===== config.mk =====
export PLATFORM = sky130hd
export DESIGN_NAME = snake_engine
export DESIGN_NICKNAME = d
export VERILOG_FILES = /design/src/rtl/snake_pkg.sv /design/src/rtl/snake_next_head.sv /design/src/rtl/snake_engine.sv
export SDC_FILE = /design/constraint.sdc
export NUM_CORES = 2
export LEC_CHECK = 0
export BUFFER_PORTS_ARGS = -buffer_cell sky130_fd_sc_hd__buf_2
export CAP_MARGIN = 15
export CORE_ASPECT_RATIO = 0.9
export CORE_MARGIN = 2
export CORE_UTILIZATION = 50
export CTS_CLUSTER_SIZE = 40
export DETAILED_ROUTE_END_ITERATION = 8
export PLACE_DENSITY = 0.82
export SETUP_SLACK_MARGIN = 0.02
export SLEW_MARGIN = 10
export SYNTH_ARGS = -nofsm -noshare
export SYNTH_HDL_FRONTEND = slang
export SYNTH_SLANG_ARGS = --single-unit

===== constraint.sdc =====
create_clock -name clk -period 58.5 [get_ports clk]
set_input_delay 0 -clock clk [delete_from_list [all_inputs] [get_ports clk]]
set_output_delay 0 -clock clk [all_outputs]
set_load 0.05 [all_outputs]

===== src/rtl/snake_pkg.sv =====
// Shared direction/state encodings for the snake engine and its helpers.
package snake_pkg;

  typedef enum logic [1:0] {
    DIR_UP    = 2'b00,
    DIR_DOWN  = 2'b01,
    DIR_RIGHT = 2'b10,
    DIR_LEFT  = 2'b11
  } dir_e;

  typedef enum logic [1:0] {
    ST_RUNNING = 2'b00,
    ST_DIE     = 2'b01,
    ST_INITIAL = 2'b10
  } state_e;

  function automatic dir_e opposite_dir(input dir_e d);
    opposite_dir = DIR_LEFT;
    case (d)
      DIR_UP:    opposite_dir = DIR_DOWN;
      DIR_DOWN:  opposite_dir = DIR_UP;
      DIR_RIGHT: opposite_dir = DIR_LEFT;
      DIR_LEFT:  opposite_dir = DIR_RIGHT;
      default:   opposite_dir = DIR_LEFT;
    endcase
  endfunction

endpackage


===== src/rtl/snake_next_head.sv =====
// Combinational next-head cell plus wall/wrap decision for one move.
module snake_next_head
  import snake_pkg::*;
#(
  parameter int GRID_W = 32,
  parameter int GRID_H = 24,
  parameter int WRAP   = 0,
  localparam int XW = $clog2(GRID_W),
  localparam int YW = $clog2(GRID_H)
) (
  input  logic [XW-1:0] i_x,
  input  logic [YW-1:0] i_y,
  input  dir_e          i_dir,
  output logic [XW-1:0] o_x,
  output logic [YW-1:0] o_y,
  output logic          o_out
);

  localparam logic [XW-1:0] X_MAX = XW'(GRID_W - 1);
  localparam logic [YW-1:0] Y_MAX = YW'(GRID_H - 1);

  // Edges are compared against the true grid bounds so non-power-of-2 grids wrap correctly.
  always_comb begin
    o_x   = i_x;
    o_y   = i_y;
    o_out = 1'b0;
    case (i_dir)
      DIR_UP: begin
        if (i_y == '0) begin
          o_y   = Y_MAX;
          o_out = (WRAP == 0);
        end else begin
          o_y = i_y - 1'b1;
        end
      end
      DIR_DOWN: begin
        if (i_y == Y_MAX) begin
          o_y   = '0;
          o_out = (WRAP == 0);
        end else begin
          o_y = i_y + 1'b1;
        end
      end
      DIR_RIGHT: begin
        if (i_x == X_MAX) begin
          o_x   = '0;
          o_out = (WRAP == 0);
        end else begin
          o_x = i_x + 1'b1;
        end
      end
      default: begin
        if (i_x == '0) begin
          o_x   = X_MAX;
          o_out = (WRAP == 0);
        end else begin
          o_x = i_x - 1'b1;
        end
      end
    endcase
  end

endmodule


===== src/rtl/snake_engine.sv =====
// Snake body, direction handling, growth and wall/self collision with a 3-state game FSM.
module snake_engine
  import snake_pkg::*;
#(
  parameter int GRID_W   = 32,
  parameter int GRID_H   = 24,
  parameter int MAX_LEN  = 64,
  parameter int INIT_LEN = 3,
  parameter int WRAP     = 0,
  localparam int XW = $clog2(GRID_W),
  localparam int YW = $clog2(GRID_H),
  localparam int LW = $clog2(MAX_LEN + 1)
) (
  input  logic                  clk,
  input  logic                  rst,
  input  logic                  start,
  input  logic                  step,
  input  logic                  pause,
  input  logic [1:0]            dir_req,
  input  logic [XW-1:0]         food_x,
  input  logic [YW-1:0]         food_y,
  output logic [1:0]            game_state,
  output logic [1:0]            cur_dir,
  output logic [LW-1:0]         snake_len,
  output logic [MAX_LEN*XW-1:0] snake_x_flat,
  output logic [MAX_LEN*YW-1:0] snake_y_flat,
  output logic                  get_food,
  output logic                  hit_boundary,
  output logic                  hit_self
);

  state_e        r_state, w_state_nxt;
  dir_e          r_cur_dir, r_pend_dir;
  logic [XW-1:0] r_seg_x [MAX_LEN];
  logic [YW-1:0] r_seg_y [MAX_LEN];
  logic [LW-1:0] r_len;
  logic          r_get_food, r_hit_boundary, r_hit_self;

  logic [XW-1:0] w_nx;
  logic [YW-1:0] w_ny;
  logic [LW-1:0] w_chk_len;
  logic          w_out, w_grow, w_self, w_move, w_die, w_advance;

  function automatic logic [XW-1:0] init_x(input int unsigned i);
    init_x = (i < INIT_LEN) ? XW'(GRID_W / 2 - int'(i)) : '0;
  endfunction

  function automatic logic [YW-1:0] init_y(input int unsigned i);
    init_y = (i < INIT_LEN) ? YW'(GRID_H / 2) : '0;
  endfunction

  snake_next_head #(
    .GRID_W(GRID_W),
    .GRID_H(GRID_H),
    .WRAP  (WRAP)
  ) u_next_head (
    .i_x  (r_seg_x[0]),
    .i_y  (r_seg_y[0]),
    .i_dir(r_pend_dir),
    .o_x  (w_nx),
    .o_y  (w_ny),
    .o_out(w_out)
  );

  assign w_move    = (r_state == ST_RUNNING) && step && !pause && !start;
  assign w_grow    = (w_nx == food_x) && (w_ny == food_y);
  // The tail cell is vacated by the move unless the snake grows.
  assign w_chk_len = w_grow ? r_len : r_len - 1'b1;
  assign w_die     = w_move && (w_out || w_self);
  assign w_advance = w_move && !w_out && !w_self;

  always_comb begin
    w_self = 1'b0;
    for (int unsigned i = 0; i < MAX_LEN; i++) begin
      if ((LW'(i) < w_chk_len) && (r_seg_x[i] == w_nx) && (r_seg_y[i] == w_ny)) begin
        w_self = 1'b1;
      end
    end
  end

  always_ff @(posedge clk or posedge rst) begin
    if (rst) begin
      r_pend_dir <= DIR_RIGHT;
    end else if (start) begin
      r_pend_dir <= DIR_RIGHT;
    end else if (dir_e'(dir_req) != opposite_dir(r_cur_dir)) begin
      r_pend_dir <= dir_e'(dir_req);
    end
  end

  always_ff @(posedge clk or posedge rst) begin
    if (rst) begin
      for (int unsigned i = 0; i < MAX_LEN; i++) begin
        r_seg_x[i] <= init_x(i);
        r_seg_y[i] <= init_y(i);
      end
      r_len          <= LW'(INIT_LEN);
      r_cur_dir      <= DIR_RIGHT;
      r_get_food     <= 1'b0;
      r_hit_boundary <= 1'b0;
      r_hit_self     <= 1'b0;
    end else if (start) begin
      for (int unsigned i = 0; i < MAX_LEN; i++) begin
        r_seg_x[i] <= init_x(i);
        r_seg_y[i] <= init_y(i);
      end
      r_len          <= LW'(INIT_LEN);
      r_cur_dir      <= DIR_RIGHT;
      r_get_food     <= 1'b0;
      r_hit_boundary <= 1'b0;
      r_hit_self     <= 1'b0;
    end else if (w_advance) begin
      for (int unsigned i = 1; i < MAX_LEN; i++) begin
        r_seg_x[i] <= r_seg_x[i-1];
        r_seg_y[i] <= r_seg_y[i-1];
      end
      r_seg_x[0] <= w_nx;
      r_seg_y[0] <= w_ny;
      r_cur_dir  <= r_pend_dir;
      r_get_food <= w_grow;
      if (w_grow && (r_len != LW'(MAX_LEN))) begin
        r_len <= r_len + 1'b1;
      end
    end else begin
      r_get_food <= 1'b0;
      if (w_die) begin
        r_hit_boundary <= w_out;
        r_hit_self     <= !w_out;
      end
    end
  end

  always_ff @(posedge clk or posedge rst) begin
    if (rst) begin
      r_state <= ST_INITIAL;
    end else begin
      r_state <= w_state_nxt;
    end
  end

  always_comb begin
    w_state_nxt = r_state;
    case (r_state)
      ST_INITIAL: if (start) w_state_nxt = ST_RUNNING;
      ST_RUNNING: begin
        if (start)      w_state_nxt = ST_RUNNING;
        else if (w_die) w_state_nxt = ST_DIE;
      end
      ST_DIE:     if (start) w_state_nxt = ST_RUNNING;
      default:    w_state_nxt = ST_INITIAL;
    endcase
  end

  always_comb begin
    game_state   = r_state;
    cur_dir      = r_cur_dir;
    snake_len    = r_len;
    get_food     = r_get_food;
    hit_boundary = r_hit_boundary;
    hit_self     = r_hit_self;
    snake_x_flat = '0;
    snake_y_flat = '0;
    for (int unsigned i = 0; i < MAX_LEN; i++) begin
      snake_x_flat[i*XW +: XW] = r_seg_x[i];
      snake_y_flat[i*YW +: YW] = r_seg_y[i];
    end
  end

endmodule


==> flow_summary.toml <==
[run_status]
status = "complete, no violations"

[floorplan]
rows = 95
pin_count = 671
fp.dieW_um = 292
die_y_um = 263
initial_core_util_pct = 50.2
dieArea_um2 = 76900
coreArea_um2 = 74300

[synthesis]
syn-instance-count = 3644
synth_seq_cells = 656
ys_seq_area_share_pct = 44.0
synth-async-reset-ratio_pct = 100
synth_edf_count = 0
synth.area.top_cells = "dfrtp_1, xnor2_1, and3_1"
synth_area_leader_cell = "dfrtp_1"
ys_types = 93
syn_area_per_cell_um2 = 10.2
synth_top_cell_area_share_pct = 42.7
synth_nets = 3671
synth_flop_cell = "dfrtp_1"
yosysWarnings = 0
syn_area_um2 = 37300

[worst_setup_path]
crit_path_start_kind = "flop"
crit_required_ns = 58.95
path_max_fanout = 91
arrival_ns = 9.67
crit_end = "snake_y_flat[139]"
cp_slowest_stage_delay_ns = 0.82
setup.worst_path.class = "reg2reg"
critPathCaptureType = "flop"
worstPathCellList = "inv_1 > ha_1 > nor4b_2 > nand3_1 > nand3_1 > nand4_1 > nand3b_1 > nor2_1 > buf_4 > mux2i_1 > nor2b_1 > a211oi_1 > nand4_1 > nor4_1 > and4bb_4 > buf_4 > nand4b_1 > buf_4 > buf_4 > mux2i_1 > nor2_1"
r2r_cells = 21
path_common_cell = "buf_4"
reg2reg_slack_ns = 49.28
crit_start = "snake_x_flat[1]"
rr_endpoint = "snake_y_flat[139]"
crit_path_top_delay_cell = "nand3_1"
worstReg2RegStart = "snake_x_flat[1]"

[clocking]
cts_tree = "built"
clock_tree.buffer_depth = 3
cts_max_level = 3
clk_pin_slew_ns = 0.06
holdBufCountCts = 7
post-cts-setup-buffers = 0
cts_buffers = 73
postCtsResizedCells = 0
cts_root_buf = "clkbuf_16"
clock_sinks = 656
clk_latency_ns = 0.63

[drt]
via_count = 33800
vias_per_cell = 6.56
drtIter0Drc = 4175
wl_per_cell_um = 27.9
first_pass_iters = 6
drc = 0
wirelength_um = 144000
antenna_left = 0

[grt]
grt-ovfl-total = 0
grt_use_met2_pct = 56.3
grt_max_degree = 183
antenna_found_initial = 11
grt_pass1_vias = 31900
grt_pass1_wl_um = 214000
busiest_layer = "met2"
track_usage_pct = 36.3
grt_util_met1_pct = 48.1
use_met3_pct = 9.74

[timing]
tightest_slew_ns = 1.36
hold_viol_final = 0
rsz0062_at_grt = "no"
tns_ns = 0
setup_violations = 0
period_needed_ns = 9.22
slew_violations = 0
fin_worst_skew_ns = 0.0369
finalHoldWorstSlack_ns = 0.00766
fin_crit_sh_pct = 15.8
relSlewSlack_pct = 9.57
timing.fmax_ghz = 0.109

[power_and_ir_drop]
finalPower_mw = 1.09
p_leak_nw = 23.8
ir_drop_mv = 0.0245
cellPowerDensity_nw_per_um2 = 25.0

[cells_and_area]
nFillCells = 6150
final_common_cell = "buf_2"
stdcell_count = 5157
nNetsFinal = 4153
drive_gt1_share_pct = 28.6
final_cell_mix = "buf_2, dfrtp_1, and3_1"
area_growth_pct = 16.8

[placed_design]
dp.cells = 5013
port_buffers = 670
dp_hpwl_um = 96400
gp_congestion = 0.962

[worst_hold_path]
hp-class = "in2async"

[flow_run]
drv_cap = 0
[worst min path at each step]
stage                     slack [ns]  startpoint  cells past startpoint           endpoint
after floorplan                 0.16  dir_req[0]                      2      r_pend_dir[0]
after global placement          0.18         rst                      2  snake_x_flat[225]
final                          0.008         rst                      3  snake_x_flat[225]
after CTS                       0.05         rst                      3  snake_x_flat[225]
after detailed placement        0.17         rst                      2  snake_x_flat[225]
after global routing            0.09         rst                      3  snake_x_flat[225]
[sequential cells by signal, summed over array words and instances (netlist names)]
signal / flops
game_state: 2
hit_self: 1
snake_len: 7
get_food: 1
snake_x_flat: 320
r_pend_dir: 2
hit_boundary: 1
snake_y_flat: 320
cur_dir: 2
[logic make-up after synthesis]
| kind of cell | count (synthesis) | share of synthesized area, % |
|---|---|---|
| compound gates | 705 | 15.2 |
| xor+xnor | 596 | 14.2 |
| fa+ha+maj | 10 | 0.335 |
| buf+inv | 376 | 4.44 |
| flops | 656 | 44.0 |
| mux | 215 | 5.80 |
| simple gates | 1086 | 15.9 |
[routing by layer]
layer	up-vias	wire (um)
li1	14200	-
met1	17000	55300
met2	2144	65800
met3	460	15700
met4	14	7100
met5	-	82
[synthesized netlist by cell type (22+ instances only)]
master    number
and3_1       437
nor2_1       266
nand4_1       57
dfrtp_1      637
a31o_1       154
nand3_1       59
mux2i_1      205
clkbuf_1     200
nand2_1       70
nor3_1        44
nor4_1        65
buf_2        101
o21ai_0       50
a21oi_1       59
xnor2_1      363
xor2_1       226
a31o_2       284
inv_1         34
buf_1         22
[per-stage QoR]
step | util [%] | area (um^2) | worst slack, ns
after floorplan | - | 37300 | 40.15
after global placement | 55.3 | 41100 | 49.60
after detailed placement | 55.3 | 41100 | 49.73
after CTS | 58.6 | 43600 | 49.64
after global routing | 58.7 | 43600 | 48.89
final | 58.7 | 43600 | 49.28
[worst max-delay path: cells and delay by family, from the launching register on]
| family | cells | cell delay (ns) |
|---|---|---|
| DFF | 1 | 0.52 |
| adders and majority gates | 1 | 0.24 |
| AOI/OAI and AO/OA | 1 | 0.41 |
| and+or+nand+nor | 12 | 4.36 |
| muxes | 2 | 1.09 |
| buffers and inverters | 5 | 2.14 |
[power by group]
part,internal (mW),switching [mW]
sequential,0.456,0.00365
clock,0.268,0.201
combinational,0.0471,0.117
total,0.770,0.321
[final cells by class]
class	count	area, um^2	area share, %
multi-input cells	2612	19400	44.4
flip-flops and latches	656	16400	37.7
repair buffers	748	4000	9.18
clock buffers	103	2110	4.84
well taps	970	1210	2.78
clock inverters	28	299	0.686
inverters	35	146	0.336
diodes	5	12.5	0.0287
(Power assumes the default switching activity.)
